`src/rtl/arith_pkg.sv`:
```
// Shared arithmetic definitions: serial FSM state encoding
// and default datapath width for the sequential arithmetic blocks.
package arith_pkg;

    localparam int ARITH_WIDTH = 4;

    typedef enum logic [1:0] {
        IDLE  = 2'd0,
        SHIFT = 2'd1,
        DONE  = 2'd2
    } state_e;

endpackage

```
`src/rtl/full_adder_bit.sv`:
```
// Single-bit full adder cell, reused every cycle by the serial adder.
// Purely combinational.
module full_adder_bit (
    input  logic a,
    input  logic b,
    input  logic ci,
    output logic s,
    output logic co
);

    assign s  = a ^ b ^ ci;
    assign co = (a & b) | (ci & (a ^ b));

endmodule

```
`src/rtl/serial_adder4.sv`:
```
// Bit-serial adder: {Cout,S} = A + B + Cin, one bit per cycle, LSB first.
// Define SERIAL_ADDER4_OVF_EN to add the registered signed-overflow output Ovf.
module serial_adder4
    import arith_pkg::*;
#(
    parameter int WIDTH = ARITH_WIDTH
) (
    input  logic             Clock,
    input  logic             Resetn,
    input  logic             Start,
    input  logic [WIDTH-1:0] A,
    input  logic [WIDTH-1:0] B,
    input  logic             Cin,
    output logic             Busy,
    output logic             Done,
    output logic [WIDTH-1:0] S,
    output logic             Cout
`ifdef SERIAL_ADDER4_OVF_EN
    ,
    output logic             Ovf
`endif
);

    localparam int CW = $clog2(WIDTH);
    localparam logic [CW-1:0] CNT_LAST = CW'(WIDTH - 1);

    state_e           state_q, state_d;
    logic [WIDTH-1:0] a_q, a_d;
    logic [WIDTH-1:0] b_q, b_d;
    logic [WIDTH-1:0] s_q, s_d;
    logic             carry_q, carry_d;
    logic [CW-1:0]    cnt_q, cnt_d;
    logic             fa_s, fa_co;
`ifdef SERIAL_ADDER4_OVF_EN
    logic             ovf_q, ovf_d;
`endif

    full_adder_bit u_fa (
        .a  (a_q[0]),
        .b  (b_q[0]),
        .ci (carry_q),
        .s  (fa_s),
        .co (fa_co)
    );

    // Next-state: accept Start in IDLE/DONE, shift one bit per SHIFT cycle
    always_comb begin
        state_d = state_q;
        a_d     = a_q;
        b_d     = b_q;
        s_d     = s_q;
        carry_d = carry_q;
        cnt_d   = cnt_q;
`ifdef SERIAL_ADDER4_OVF_EN
        ovf_d   = ovf_q;
`endif
        unique case (state_q)
            IDLE, DONE: begin
                if (Start) begin
                    a_d     = A;
                    b_d     = B;
                    carry_d = Cin;
                    s_d     = '0;
                    cnt_d   = '0;
`ifdef SERIAL_ADDER4_OVF_EN
                    ovf_d   = 1'b0;
`endif
                    state_d = SHIFT;
                end else if (state_q == DONE) begin
                    state_d = IDLE;
                end
            end
            SHIFT: begin
                s_d     = {fa_s, s_q[WIDTH-1:1]};
                a_d     = a_q >> 1;
                b_d     = b_q >> 1;
                carry_d = fa_co;
                cnt_d   = cnt_q + CW'(1);
                if (cnt_q == CNT_LAST) begin
`ifdef SERIAL_ADDER4_OVF_EN
                    // carry into MSB is carry_q, carry out of MSB is fa_co
                    ovf_d   = carry_q ^ fa_co;
`endif
                    cnt_d   = cnt_q;
                    state_d = DONE;
                end
            end
            default: state_d = IDLE;
        endcase
    end

    // State and datapath registers, cleared asynchronously
    always_ff @(posedge Clock or negedge Resetn) begin
        if (!Resetn) begin
            state_q <= IDLE;
            a_q     <= '0;
            b_q     <= '0;
            s_q     <= '0;
            carry_q <= 1'b0;
            cnt_q   <= '0;
        end else begin
            state_q <= state_d;
            a_q     <= a_d;
            b_q     <= b_d;
            s_q     <= s_d;
            carry_q <= carry_d;
            cnt_q   <= cnt_d;
        end
    end

`ifdef SERIAL_ADDER4_OVF_EN
    // Overflow flag, captured on the final bit and held with S
    always_ff @(posedge Clock or negedge Resetn) begin
        if (!Resetn) begin
            ovf_q <= 1'b0;
        end else begin
            ovf_q <= ovf_d;
        end
    end

    assign Ovf = ovf_q;
`endif

    assign Busy = (state_q == SHIFT);
    assign Done = (state_q == DONE);
    assign S    = s_q;
    assign Cout = carry_q;

endmodule

```
`config.mk`:
```
export PLATFORM = sky130hd
export DESIGN_NAME = serial_adder4
export DESIGN_NICKNAME = d
export VERILOG_FILES = /design/src/rtl/arith_pkg.sv /design/src/rtl/full_adder_bit.sv /design/src/rtl/serial_adder4.sv
export SDC_FILE = /design/constraint.sdc
export NUM_CORES = 1
export LEC_CHECK = 0
export CORE_MARGIN = 2
export CORE_UTILIZATION = 44
export CTS_CLUSTER_DIAMETER = 100
export DETAILED_ROUTE_END_ITERATION = 16
export PLACE_DENSITY = 0.8
export REMOVE_ABC_BUFFERS = 1
export SYNTH_ARGS = -nofsm -noshare
export SYNTH_HDL_FRONTEND = slang
export SYNTH_SLANG_ARGS = --single-unit
```
`constraint.sdc`:
```
create_clock -name Clock -period 1.4 [get_ports Clock]
set_input_delay 0.28 -clock Clock [delete_from_list [all_inputs] [get_ports Clock]]
set_output_delay 0.28 -clock Clock [all_outputs]
set_load 0.01 [all_outputs]
```
======== Yosys cells after proc, flatten, opt, wreduce, memory -nomap -nowiden ========
Index checks and enable logic that the tools add are counted.
operators by class
  add/subtract/negate cells ............... 1
  eq/ne operators ......................... 7
  mux-type cells .......................... 15
  bitwise operators ....................... 5
  reduce and logical (&&, ||, !) cells .... 6
operator list
  kind                   number
  $pmux W4 S2            3
  $mux W4                3
  $mux W2                5
  $pmux W2 S2            2
  $eq A2 B2 Y1 const B   2
  $ne A2 B2 Y1 const B   2
  $reduce_and A2 Y1      2
  $ne A3 B3 Y1 const B   1
  $reduce_and A3 Y1      1
  $add A2 B1 Y2 const B  1
  $and A1 B1 Y1          2
  $eq A2 B1 Y1 const B   1
  $logic_not A2 Y1       1
  $ne A2 B1 Y1 const B   1
  $pmux W1 S2            1
  $reduce_bool A2 Y1     1
  $reduce_or A2 Y1       1
  $xor A1 B1 Y1          2
  $mux W1                1
  $or A1 B1 Y1           1
word-level totals
  flip-flop bits (word level) ............. 17
  input bits .............................. 12
  output and inout port bits .............. 7
  word-level logic and storage cells ...... 40

======== Depth between registers and ports, before layout ========
  depth in word-level cells ............... 4
  depth in mapped cells ................... 5
  mapped depth without buffers ............ 5

======== Modules after synthesis ========
A second synthesis with hierarchy kept.
unflattened totals
  cell total of the unflattened synthesis .. 79
  area total of the unflattened synthesis .. 897.1 µm²
by module, submodules not included
  module          times used  cells an instance  area each (µm²)
  serial_adder4   1           78                 877.1
  full_adder_bit  1           1                  20.0

======== Worst setup path after synthesis ========
OpenSTA, ideal clock, no wires.
  path kind ............................... flip-flop to flip-flop
  from .................................... register cnt_q[0]
  to ...................................... register cnt_q[1]
  library setup time ...................... 0.121 ns
  data arrival time ....................... 1.204 ns
  setup slack ............................. 0.075 ns
  cell stages (with the launch flop) ...... 5
  clock period less this slack ............ 1.325 ns
  cell sequence ........................... dfrtp_1 -> ha_1 -> nor2_2 -> mux2_4 -> a22o_1
between the ends
  longest elaborated chain between the ends .. 3
  elaborated cells between the ends (all ways) .. 6
  classes of those cells .................. 1 x add/sub; 2 x eq/ne; 2 x mux; 1 x reduce/logical
ends and longest elaborated chain
  element                                           line                                      text
  start, declared                                   serial_adder4.sv:32                       logic [CW-1:0] cnt_q, cnt_d;
  start signal, assigned                            serial_adder4.sv:107                      cnt_q <= cnt_d;
  $add A2 B1 Y2 or $eq A2 B2 Y1 (tied branches)     serial_adder4.sv:78, serial_adder4.sv:79
  $mux W2 or $ne A2 B2 Y1 (tied branches)           -
  $pmux W2 S2 or $reduce_and A3 Y1 (tied branches)  -
Parallel ways exist; a longest one is shown, timed or not. The select of a mux whose other input is x is not followed.
A chain may end at the register's enable or synchronous reset.

======== Worst setup path in the final report ========
  from .................................... register state_q[1]
  to ...................................... register cnt_q[1]
between the ends
  longest elaborated chain between the ends .. 4
  elaborated cells between the ends (all ways) .. 9
  classes of those cells .................. 4 x eq/ne; 1 x mux; 4 x reduce/logical
ends and longest elaborated chain
  element                                                              line                  text
  start, declared                                                      serial_adder4.sv:27   state_e state_q, state_d;
  start signal, assigned                                               serial_adder4.sv:102  state_q <= state_d;
  $eq A2 B2 Y1 or $logic_not A2 Y1 (tied branches)                     serial_adder4.sv:57   unique case (state_q)
  $reduce_or A2 Y1                                                     serial_adder4.sv:57
  $ne A2 B2 Y1 (no source line) or $reduce_bool A2 Y1 (tied branches)  -
  $reduce_and A3 Y1 (no source line)                                   -
Parallel ways exist; a longest one is shown, timed or not.

==> results.py <==
metrics = {
    "outcome": {
        "status": "complete, but fails checks",
        "violations": "setup timing",
    },
    "timing": {
        "rsz0062_at_grt": "true",
        "clock_skew_ns": 0.007175,
        "layout_setup_ws_ns": -0.04769,
        "slew-limit-headroom": 0.8335,
        "setup_violations": 1,
        "hold_viol": 0,
        "period_needed_ns": 1.448,
        "finalCritPeriodShare": 1.034,
        "fmax_mhz": 690.8,
        "setup_tns_ns": -0.04769,
        "worstMarginPinSlew_ns": 0.2483,
        "finalMaxSlewViolations": 0,
        "whs_ns": 0.2961,
    },
    "floorplanning": {
        "die_h_um": 49.75,
        "start_util": 0.4694,
        "fp.coreArea_um2": 1962,
        "ios": 19,
        "fp.dieW_um": 49.75,
        "dieArea_um2": 2475,
        "rows": 16,
    },
    "power": {
        "p_sw_mw": 0.9218,
        "p_leak_nw": 0.5665,
        "combPwrFrac": 0.538,
        "power_density_nw_per_um2": 2033,
        "swShare": 0.3672,
        "intPower_mw": 1.588,
        "p_clk_frac": 0.107,
        "power_mw": 2.510,
        "seqPwrFrac": 0.354,
        "vdd_ir_drop_max_v": 0.001012,
    },
    "critical_path": {
        "crit_type": "reg2reg",
        "crit_path_end_kind": "register",
        "cp_data_arrival_time_ns": 1.63,
        "cp_max_fo": 3,
        "reg2reg_depth": 6,
        "critPathRequiredTime_ns": 1.59,
        "start_kind": "register",
    },
    "clocking": {
        "cts.sinks": 17,
        "clock_path_buffers": 2,
        "clock_latency_ns": 0.29,
        "h-tree-depth": 1,
        "cts_buffers": 3,
        "clk_pin_slew_worst_paths_ns": 0.10,
        "cts_tree": "built",
        "cts_root_buf": "clkbuf_4",
    },
    "global_route": {
        "grt_pass1_vias": 768,
        "grt_pass1_wl_mm": 3.394,
        "antenna_found_initial": 0,
        "grt_use_total": 0.1803,
        "grt_overflow": 0,
        "grt_max_degree": 18,
    },
    "final_layout": {
        "utilization": 0.6295,
        "nNetsFinal": 131,
        "seqCellArea_um2": 425.4,
        "final_layout_size_suffix_gt1_frac": 0.2500,
        "multiInputGateArea_um2": 457.9,
        "areaGrowthSynthToFinish_pct": 34.10,
        "insertedDiodeCount": 0,
        "fillCellCount": 182,
    },
    "route": {
        "dr_total_vias": 739,
        "drc": 0,
        "via_per_inst": 5.168,
        "routed_wl_mm": 1.925,
        "drtAntennaViolNets": 0,
        "drt_iter0_drc": 5,
        "firstDrtPassIters": 4,
        "routedWlPerCell_um": 13.46,
    },
    "logic_synthesis": {
        "netlist_instances": 86,
        "ys_seq_area_frac": 0.4620,
        "synth.avg_cell_area_um2": 10.71,
        "ys_seq_elements": 17,
        "synth_cell_types": 26,
        "synth_area_um2": 920.9,
        "synth_warnings": 0,
    },
    "placed_design": {
        "hpwlAfterDp_mm": 1.359,
        "port_buffers": 18,
        "gp_congestion": 0.7939,
    },
    "hold_path": {
        "hold_class": "in2async",
    },
    "job": {
        "drv_cap": 0,
    },
}
-- cells by family (layout without fill, tap and decap cells) --
logic type               count (synthesis)  in the layout  share of synthesized area
AND/OR/NAND/NOR                         23             23                     0.1468
AO/OA/AOI/OAI                           23             23                     0.1671
XOR/XNOR                                 1              1                   0.009513
buffers and inverters                    9             39                    0.04891
flip-flops                              17             17                     0.4620
adder cells (fa/ha/maj)                  2              2                    0.03532
multiplexers                            11             11                     0.1304
-- registers in the layout, summed over array words and instances, names as in the netlist --
register / flops
Cout: 1
cnt_q: 2
S: 4
a_q: 4
b_q: 4
state_q: 2
-- metrics by stage --
step	std cells	setup WS [ns]	area (µm²)
detailed placement	135	-0.06887	1176
floorplan	80	-0.006049	887.1
CTS	143	-0.06865	1225
finish	143	-0.04769	1235
global route	143	-0.09377	1235
global placement	135	-0.03945	1176
-- synth_stat cells, drive strengths merged --
| cell type | count | area share |
|---|---|---|
| a211oi | 6 | 0.049 |
| a21o | 3 | 0.026 |
| a21oi | 6 | 0.033 |
| a22o | 4 | 0.038 |
| and2 | 1 | 0.0068 |
| buf | 4 | 0.029 |
| clkbuf | 2 | 0.0082 |
| dfrtp | 17 | 0.46 |
| fa | 1 | 0.022 |
| ha | 1 | 0.014 |
| inv | 3 | 0.012 |
| mux2 | 5 | 0.065 |
| mux2i | 6 | 0.065 |
| nand2 | 2 | 0.0082 |
| nand2b | 5 | 0.034 |
| nand3 | 2 | 0.011 |
| nor2 | 3 | 0.015 |
| nor2b | 9 | 0.064 |
| nor3b | 1 | 0.0082 |
| o21ai | 4 | 0.022 |
| xor2 | 1 | 0.0095 |
-- metal layers --
layer  global-route usage  routed length (µm)  part of all wire
met5                    0                   0                 0
met4              0.06944                  21             0.011
met3              0.03939                  70             0.036
met2               0.2956                 961              0.50
met1               0.2311                 871              0.45
-- cell usage in the layout, fill, tap and decap left out, types with 3 or more instances in the layout --
cell type,n
buf_6,3
a21oi_1,6
dfrtp_1,17
a211oi_1,6
nor2b_1,7
o21ai_0,3
buf_4,11
dlygate4sd2_1,5
clkdlybuf4s50_1,11
a22o_1,4
mux2_2,4
clkbuf_4,3
nand2b_1,5
mux2i_1,6
-- power by group through the flow --
stage	sequential (mW)	clock [mW]	combinational, mW
6_report	0.889	0.269	1.35
4_1_cts	0.885	0.277	1.34
3_3_place_gp	0.904	0	1.25
3_5_place_dp	0.917	0	1.31
5_1_grt	0.921	0.299	1.51
2_1_floorplan	0.980	0	0.711
-- path summary, 6_finish.rpt --
path	start	endpoint	slack, ns
min in group Clock	a_q[1]	a_q[1]	0.52
setup reg to reg	state_q[1]	cnt_q[1]	-0.05
hold / removal	Resetn	a_q[0]	0.30
hold reg to reg	a_q[1]	a_q[1]	0.52
max in group asynchronous	Resetn	cnt_q[0]	0.91
setup / recovery	state_q[1]	cnt_q[1]	-0.05
-- critical path, stage by stage (launching register included) --
cell,delay (ns)
dfrtp_1,0.41
buf_6,0.12
buf_6,0.11
buf_6,0.12
nor2_4,0.11
mux2_4,0.30
a22o_1,0.17
-- final cells by class --
| class | instances | area share |
|---|---|---|
| Sequential cell | 17 | 0.3445 |
| Multi-Input combinational cell | 60 | 0.3708 |
| Clock buffer | 4 | 0.02128 |
| Timing Repair Buffer | 32 | 0.2270 |
| Inverter | 3 | 0.009119 |
| Tap cell | 27 | 0.02736 |
-- repair_timing --
item	CTS	global route
pin swaps	1	1
endpoints found under the setup margin	7	8
resized for setup	11	8
hold buffers	0	0
setup buffers	4	0
No activity file was read; power rests on OpenSTA's default activity.
